<file path="src/rtl/outlier_streamer.sv">
// outlier_streamer: drains the upstream outlier FIFO through a 2-entry skid
// buffer onto an AXI-Stream master, holding one word back until termination
// is known so the final beat can carry tlast.
// Optional feature: define OUTLIER_STREAMER_TRAILER_EN to end the stream with
// a trailer beat carrying the outlier count instead of tlast on the last word.
module outlier_streamer #(
    parameter int unsigned N = 16
) (
    input  logic           clock,
    input  logic           reset,
    input  logic [N-1:0]   fifo_dout,
    input  logic           fifo_empty,
    output logic           fifo_rd_en,
    input  logic           ctrl_done,
    output logic [N-1:0]   m_axis_tdata,
    output logic           m_axis_tvalid,
    input  logic           m_axis_tready,
    output logic           m_axis_tlast,
    output logic [2*N-1:0] outlier_count,
    output logic           finished
);

    typedef enum logic [1:0] {
        RUN   = 2'd0,
        LAST  = 2'd1,
`ifdef OUTLIER_STREAMER_TRAILER_EN
        TRAIL = 2'd2,
`endif
        FIN   = 2'd3
    } state_t;

    state_t         state_q, state_d;
    logic [N-1:0]   buf0_q, buf0_d;
    logic [N-1:0]   buf1_q, buf1_d;
    logic [1:0]     occ_q, occ_d;
    logic           in_flight_q, in_flight_d;
    logic           done_q1_q, done_q1_d;
    logic           done_q2_q, done_q2_d;
    logic           armed_q, armed_d;
    logic [2*N-1:0] count_q, count_d;

    logic [1:0]     pending;
    logic           beat_is_data;
    logic           pop;

    assign pending       = occ_q + {1'b0, in_flight_q};
    assign pop           = m_axis_tvalid && m_axis_tready && beat_is_data;
    assign outlier_count = count_q;
    assign finished      = (state_q == FIN);

    // Next state, stream outputs and FIFO read request (all from registered state)
    always_comb begin
        state_d       = state_q;
        m_axis_tvalid = 1'b0;
        m_axis_tlast  = 1'b0;
        m_axis_tdata  = '0;
        beat_is_data  = 1'b0;
        fifo_rd_en    = 1'b0;
        case (state_q)
            RUN: begin
                if (occ_q != 2'd0 && (occ_q == 2'd2 || in_flight_q)) begin
                    m_axis_tvalid = 1'b1;
                    m_axis_tdata  = buf0_q;
                    beat_is_data  = 1'b1;
                end
                if (!reset && armed_q && !fifo_empty && pending < 2'd2) begin
                    fifo_rd_en = 1'b1;
                end
                if (done_q2_q && fifo_empty && !in_flight_q) begin
                    state_d = LAST;
                end
            end
            LAST: begin
`ifdef OUTLIER_STREAMER_TRAILER_EN
                if (occ_q != 2'd0) begin
                    m_axis_tvalid = 1'b1;
                    m_axis_tdata  = buf0_q;
                    beat_is_data  = 1'b1;
                end else begin
                    state_d = TRAIL;
                end
`else
                if (occ_q != 2'd0) begin
                    m_axis_tvalid = 1'b1;
                    m_axis_tdata  = buf0_q;
                    m_axis_tlast  = (occ_q == 2'd1);
                    beat_is_data  = 1'b1;
                    if (m_axis_tready && occ_q == 2'd1) begin
                        state_d = FIN;
                    end
                end else begin
                    // Nothing was ever buffered: close the stream with a sentinel
                    m_axis_tvalid = 1'b1;
                    m_axis_tdata  = '1;
                    m_axis_tlast  = 1'b1;
                    if (m_axis_tready) begin
                        state_d = FIN;
                    end
                end
`endif
            end
`ifdef OUTLIER_STREAMER_TRAILER_EN
            TRAIL: begin
                m_axis_tvalid = 1'b1;
                m_axis_tdata  = count_q[N-1:0];
                m_axis_tlast  = 1'b1;
                if (m_axis_tready) begin
                    state_d = FIN;
                end
            end
`endif
            FIN: begin
            end
            default: begin
                state_d = RUN;
            end
        endcase
    end

    // Skid buffer update: a pop shifts first, then a returning word fills the first free slot
    always_comb begin
        buf0_d      = buf0_q;
        buf1_d      = buf1_q;
        occ_d       = occ_q;
        if (pop) begin
            buf0_d = buf1_q;
            occ_d  = occ_q - 2'd1;
        end
        if (in_flight_q) begin
            if (occ_d == 2'd0) begin
                buf0_d = fifo_dout;
            end else begin
                buf1_d = fifo_dout;
            end
            occ_d = occ_d + 2'd1;
        end
        in_flight_d = fifo_rd_en;
        done_q1_d   = done_q1_q | ctrl_done;
        done_q2_d   = done_q1_q;
        armed_d     = 1'b1;
        count_d     = count_q;
        if (pop && count_q != '1) begin
            count_d = count_q + (2*N)'(1);
        end
    end

    // State registers with synchronous reset
    always_ff @(posedge clock) begin
        if (reset) begin
            state_q     <= RUN;
            buf0_q      <= '0;
            buf1_q      <= '0;
            occ_q       <= '0;
            in_flight_q <= 1'b0;
            done_q1_q   <= 1'b0;
            done_q2_q   <= 1'b0;
            armed_q     <= 1'b0;
            count_q     <= '0;
        end else begin
            state_q     <= state_d;
            buf0_q      <= buf0_d;
            buf1_q      <= buf1_d;
            occ_q       <= occ_d;
            in_flight_q <= in_flight_d;
            done_q1_q   <= done_q1_d;
            done_q2_q   <= done_q2_d;
            armed_q     <= armed_d;
            count_q     <= count_d;
        end
    end

endmodule

</file>
<file path="config.mk">
export PLATFORM = sky130hd
export DESIGN_NAME = outlier_streamer
export DESIGN_NICKNAME = d
export VERILOG_FILES = /design/src/rtl/outlier_streamer.sv
export SDC_FILE = /design/constraint.sdc
export NUM_CORES = 1
export LEC_CHECK = 0
export ABC_AREA = 1
export CORE_UTILIZATION = 38
export CTS_CLUSTER_SIZE = 25
export DETAILED_ROUTE_END_ITERATION = 8
export PLACE_DENSITY = 0.61
export SLEW_MARGIN = 10
export SYNTH_ARGS = -nofsm -noshare
export SYNTH_HDL_FRONTEND = slang
export SYNTH_SLANG_ARGS = --single-unit
</file>
<file path="constraint.sdc">
create_clock -name clock -period 2.4 [get_ports clock]
set_input_delay 0.6 -clock clock [delete_from_list [all_inputs] [get_ports clock]]
set_output_delay 0.6 -clock clock [all_outputs]
set_load 0.01 [all_outputs]
</file>
* Word level (Yosys, flattened, before mapping)
Cells that the tools add are included.
** Cells by class
- Reductions and logical operators :: 19
- Shift-type cells :: 0
- Magnitude comparators :: 1
- Add/subtract/negate cells :: 4
- Divide/modulo/power cells :: 0
- Bitwise logic cells :: 3
- Multiply operators :: 0
- Equal/unequal tests :: 8
- Multiplexer cells :: 22
** Operators with widths (number)
- 2-to-1 mux 16 bit :: 5
- adder 32 x 1 -> 32 bit, second input constant :: 1
- inequality test 32 bit, second input constant :: 1
- one-hot mux 16 bit (2 select lines) :: 1
- 2-to-1 mux 2 bit :: 6
- logical AND 1 bit :: 10
- 2-to-1 mux 1 bit :: 7
- inequality test 3 bit, second input constant :: 2
- one-hot mux 2 bit (3 select lines) :: 1
- equality test 2 x 1 -> 1 bit, second input constant :: 2
- equality test 2 bit, second input constant :: 2
- zero test 2 bit :: 2
- one-hot mux 1 bit (2 select lines) :: 2
- AND reduction 4 bit :: 1
- zero test 1 bit :: 3
- adder 2 x 1 -> 2 bit :: 1
- adder 2 x 1 -> 2 bit, second input constant :: 1
- < comparator 2 bit, second input constant :: 1
- inequality test 2 bit, second input constant :: 1
- NOT 1 bit :: 2
- AND reduction 2 bit :: 1
- nonzero test 2 bit :: 1
- subtractor 2 x 1 -> 2 bit, second input constant :: 1
- logical OR 1 bit :: 1
- bitwise OR 1 bit :: 1
** Word-level totals
- Memory bits (read-only) :: 0
- Register bits after elaboration :: 72
- Memory bits (writable) :: 0
- Latch bits :: 0
- Memories :: 0

* Logic depth before layout (Yosys ltp)
- Depth in word-level cells :: 11
- Mapped depth :: 15

* Worst setup path after synthesis
Ideal clock, no wire load.
- Path type :: register to register
- From :: register occ_q[0]
- To :: register buf1_q[0]
- Setup slack :: -0.105 ns
- Clock period less this slack :: 2.505 ns
- Data required time :: 2.284 ns
- Cell stages (with the launch flop) :: 15
- Data arrival time :: 2.389 ns
- Setup time :: 0.116 ns
- Cells stage by stage :: dfxtp_1 inv_1 ha_1 nand2_1 nand2_1 nand3b_1 xor2_1 inv_1 ha_1 nor2_1 clkbuf_1 inv_1 clkbuf_1 nor2_1 nor2_1
** On the way
- Longest elaborated chain between the ends :: 11
- Elaborated cells between the ends (all ways) :: 15
- Those cells by class :: 1 x add/sub; 1 x eq/ne; 5 x mux; 1 x bitwise; 7 x reduce/logical
** Ends and longest elaborated chain
- start, declared :: RTL line 35 : logic [1:0] occ_q, occ_d;
- start signal, assigned :: RTL line 153 : occ_q <= '0;
- start signal, assigned :: RTL line 163 : occ_q <= occ_d;
- equality test 2 bit :: RTL line 61 : if (occ_q != 2'd0 && (occ_q == 2'd2 || in_flight_q)) begin
- logical OR 1 bit :: RTL line 61
- logical AND 1 bit :: RTL line 61
- 2-to-1 mux 1 bit :: RTL line 61
- one-hot mux 1 bit (2 select lines) :: RTL line 59 : case (state_q)
- logical AND 1 bit (2 in a row) :: RTL line 47 : assign pop = m_axis_tvalid && m_axis_tready && beat_is_data;
- 2-to-1 mux 2 bit (*) :: RTL line 125 : if (pop) begin
- zero test 2 bit (*) :: RTL line 130 : if (occ_d == 2'd0) begin
- NOT 1 bit (no source line) (*)
- AND reduction 2 bit (no source line) (*)
- end signal, assigned :: RTL line 162 : buf1_q <= buf1_d;
- end, declared :: RTL line 34 : logic [N-1:0] buf1_q, buf1_d;
Every way passes the cells marked *; elsewhere a longest branch is shown, timed or not.
A chain may end at the register's enable or synchronous reset.

* Worst setup path after layout
- From :: register occ_q[0]
- To :: output m_axis_tvalid
** On the way
- Longest elaborated chain between the ends :: 5
- Elaborated cells between the ends (all ways) :: 6
- Those cells by class :: 1 x eq/ne; 2 x mux; 3 x reduce/logical
** Ends and longest elaborated chain
- equality test 2 bit :: RTL line 61
- logical OR 1 bit :: RTL line 61
- logical AND 1 bit (*) :: RTL line 61
- 2-to-1 mux 1 bit (*) :: RTL line 61
- one-hot mux 1 bit (2 select lines) (*) :: RTL line 59
- end, declared :: RTL line 16 : output logic m_axis_tvalid,
Marks and branches as above.

==> impl_metrics.csv <==
group,metric,value,unit
sta,finalClockSkew,14.2,ps
detailed_routing,drc,0,
grt,overflow,0,
floorplan,core,10300,µm²
worst_setup_path,path_max_fanout,5,
detailed_routing,wl_met2,4.94,mm
floorplan,die_h,105,µm
yosys,synth_cell_type_count,30,
sta,setup_slack,40.9,ps
detailed_routing,wl,10.3,mm
final_layout,stdcell_area,5200,µm²
power_and_ir_drop,p_comb_share,37.8,%
cts,cts_inserted_buffers,9,
power_and_ir_drop,power_frac_seq,34.8,%
floorplan,row_count,37,
detailed_routing,post_drt_wl_per_cell,12.2,µm
floorplan,die_x,105,µm
detailed_routing,postRouteAntennaNets,0,
cts,path_clk_slew,90,ps
worst_setup_path,cp.required,1800,ps
cts,htreeDepth,3,
power_and_ir_drop,switchingPower,1.44,mW
worst_hold_path,min_path_type,"register to register",
worst_setup_path,criticalPathCategory,"register to output pin",
run_status,outcome,"complete, no violations",
power_and_ir_drop,power.leakage,2.18,nW
detailed_routing,first_pass_iters,4,
grt,grt_antenna_before_repair,0,
placed_design,dpl.hpwl,7.25,mm
cts,clk_latency,350,ps
placed_design,placed_cells,817,
detailed_routing,wl_met3,393,µm
yosys,yosysWarnings,0,
sta,hold_viol_final,0,
detailed_routing,routed.top_layer,"met4",
detailed_routing,met1_length,4.63,mm
yosys,synth_nets,642,
detailed_routing,vias,4019,
grt,grt_pass1_vias,3813,
final_layout,finalNonFillerCells,838,
power_and_ir_drop,ir_worst_vdd,0.419,mV
placed_design,gp_congestion,0.915,
final_layout,area_growth,29.8,%
sta,min_period_over_period,98.3,%
power_and_ir_drop,power_density,767,nW/µm²
cts,postCtsHoldBufs,0,
cts,cts_tree,"done",
sta,rsz0062_at_grt,"true",
sta,fmax,0.424,GHz
final_layout,drive_gt1_share,13.2,%
placed_design,placed_area,4900,µm²
flow_run,cap_viol_max_count,0,
power_and_ir_drop,power,3.99,mW
floorplan,initial_utilization,39.0,%
grt,grt_pass1_wl,17.4,mm
final_layout,fillCellCount,1063,
placed_design,io_buffers,72,
detailed_routing,drt_iter0_drc,125,
sta,whs,435,ps
sta,totalNegativeSetupSlack,0,ps
grt,grt_max_degree,39,
sta,period_needed,2360,ps
worst_setup_path,crit_start,"occ_q[0]",
sta,max_slew_margin,71.5,%
floorplan,io_pins,73,
worst_hold_path,holdCritStartpoint,"done_q1_q",
yosys,yosysSeqAreaShare,36.0,%
final_layout,utilization,50.6,%
detailed_routing,routed_via_density,4.80,
worst_hold_path,holdPathStages,2,
cts,clock-sinks,72,
cts,clockBufferDepth,2,
yosys,ys_ff_latch,72,
sta,slew_viol_final,0,
power_and_ir_drop,p_clk_share,27.4,%
worst_setup_path,reg2regPathDepth,12,
yosys,syn_inst,617,
cts,clock-root-buffer,"clkbuf_8",
final_layout,nets,722,
yosys,syn_area,4000,µm²
placed_design,dp_slack,-369,ps
sta,tightest_slew,428,ps
yosys,synth_area_per_cell,6.49,µm²
worst_setup_path,r2r_start,"occ_q[0]",
final_layout,num_antenna_cells,0,
power_and_ir_drop,sw_frac_of_total,36.2,%
worst_setup_path,critPathCaptureType,"output pin",
worst_setup_path,start_kind,"register",
sta,setup_viol,0,
worst_setup_path,arrival,1760,ps
floorplan,die_area,11000,µm²
power_and_ir_drop,p_int,2.54,mW
grt,grt_usage,19.6,%
-- cells in the mapped netlist (all sizes together) --
library cell    n  share of area, %
a21oi          37               5.6
a31oi           1              0.16
buf             9               2.0
clkbuf         14               1.3
dfxtp          72                36
ha              4               1.3
inv            64               6.1
nand2         193                20
nand3          29               3.6
nand3b          2              0.37
nand4           3              0.47
nor2          126                13
nor3            2              0.25
nor4            2              0.31
o211ai         13               2.4
o21a            1              0.19
o21ai          28               3.5
xnor2           6               1.3
xor2           11               2.4
-- placed cells by master, fill, tap and decap left out, types with 2 or more instances in the layout --
| cell type | count |
|---|---|
| dfxtp_2 | 2 |
| inv_1 | 59 |
| xor2_1 | 10 |
| a21oi_2 | 10 |
| nand4_1 | 3 |
| clkbuf_8 | 9 |
| buf_12 | 3 |
| a21oi_1 | 27 |
| nor3_1 | 2 |
| clkbuf_2 | 6 |
| clkinv_4 | 3 |
| clkdlybuf4s50_1 | 55 |
| nand3b_1 | 2 |
| nand2_1 | 175 |
| o211ai_1 | 13 |
| dlygate4sd2_1 | 5 |
| clkdlybuf4s15_2 | 3 |
| inv_2 | 4 |
| nand2_4 | 3 |
| nand2_2 | 14 |
| buf_4 | 16 |
| nor2_2 | 3 |
| o21ai_0 | 28 |
| nor2_8 | 2 |
| nor2_4 | 3 |
| clkdlybuf4s15_1 | 2 |
| nor2_1 | 118 |
| dfxtp_1 | 69 |
| bufinv_16 | 2 |
| ha_1 | 3 |
| nand3_1 | 28 |
| xnor2_1 | 6 |
-- worst paths after layout --
| path | end | slack [ps] |
|---|---|---|
| worst max-delay path | m_axis_tvalid | 40 |
| worst min-delay path | done_q2_q | 440 |
| worst max register to register | buf1_q[4] | 190 |
| worst min register to register | done_q2_q | 440 |
-- area by class of cell --
type                       instances  area (µm²)  share of cell area (%)
clock buffer                      10         128                    2.46
timing repair buffer              92         875                    16.8
multi-input combinational        458        2240                    43.1
clock inverter                     6        93.8                    1.81
tap                              136         170                    3.27
inverter                          64         243                    4.67
sequential                        72        1450                    27.9
-- cell families (layout without fill, tap and decap cells) --
logic type,Yosys count,in the layout,share of synthesized area (%)
AND/OR/NAND/NOR,357,357,37.8
buffers and inverters,87,172,9.41
AO/OA/AOI/OAI,80,80,11.8
flip-flops,72,72,36.0
XOR/XNOR,17,17,3.72
adder cells (fa/ha/maj),4,4,1.25
-- timing repair --
item	CTS	global route
buffers inserted	4	1
gates resized for setup	32	28
pin swaps	1	1
endpoints found under the setup margin	32	48
-- critical path, stage by stage (launching register included) --
cell and delay (ps):
dfxtp_2 340, inv_2 110, nand2_1 80, nand3_2 100, nand2_4 80, buf_12 140, inv_1 40, clkdlybuf4s50_1 520
-- flip-flops by register name (all words and copies together), names as in the netlist --
register       flops
outlier_count     32
buf0_q            16
buf1_q            16
occ_q              2
state_q            2
armed_q            1
done_q1_q          1
done_q2_q          1
in_flight_q        1
-- metal layers --
layer,vias up,GRT usage (%)
met5,-,0
met4,0,7.95
met3,20,2.74
met2,93,34.7
met1,1825,23.7
li1,2081,-
-- power groups by stage --
stage                     Sequential [mW]  Combinational, mW  Clock [mW]
final                                1.39               1.51        1.09
after global routing                 1.40               1.66        1.17
after CTS                            1.38               1.44        1.12
after detailed placement             1.41               1.35           0
after global placement               1.40               1.33           0
after floorplan                      1.40              0.878           0
No activity file was read; power rests on OpenSTA's default activity.
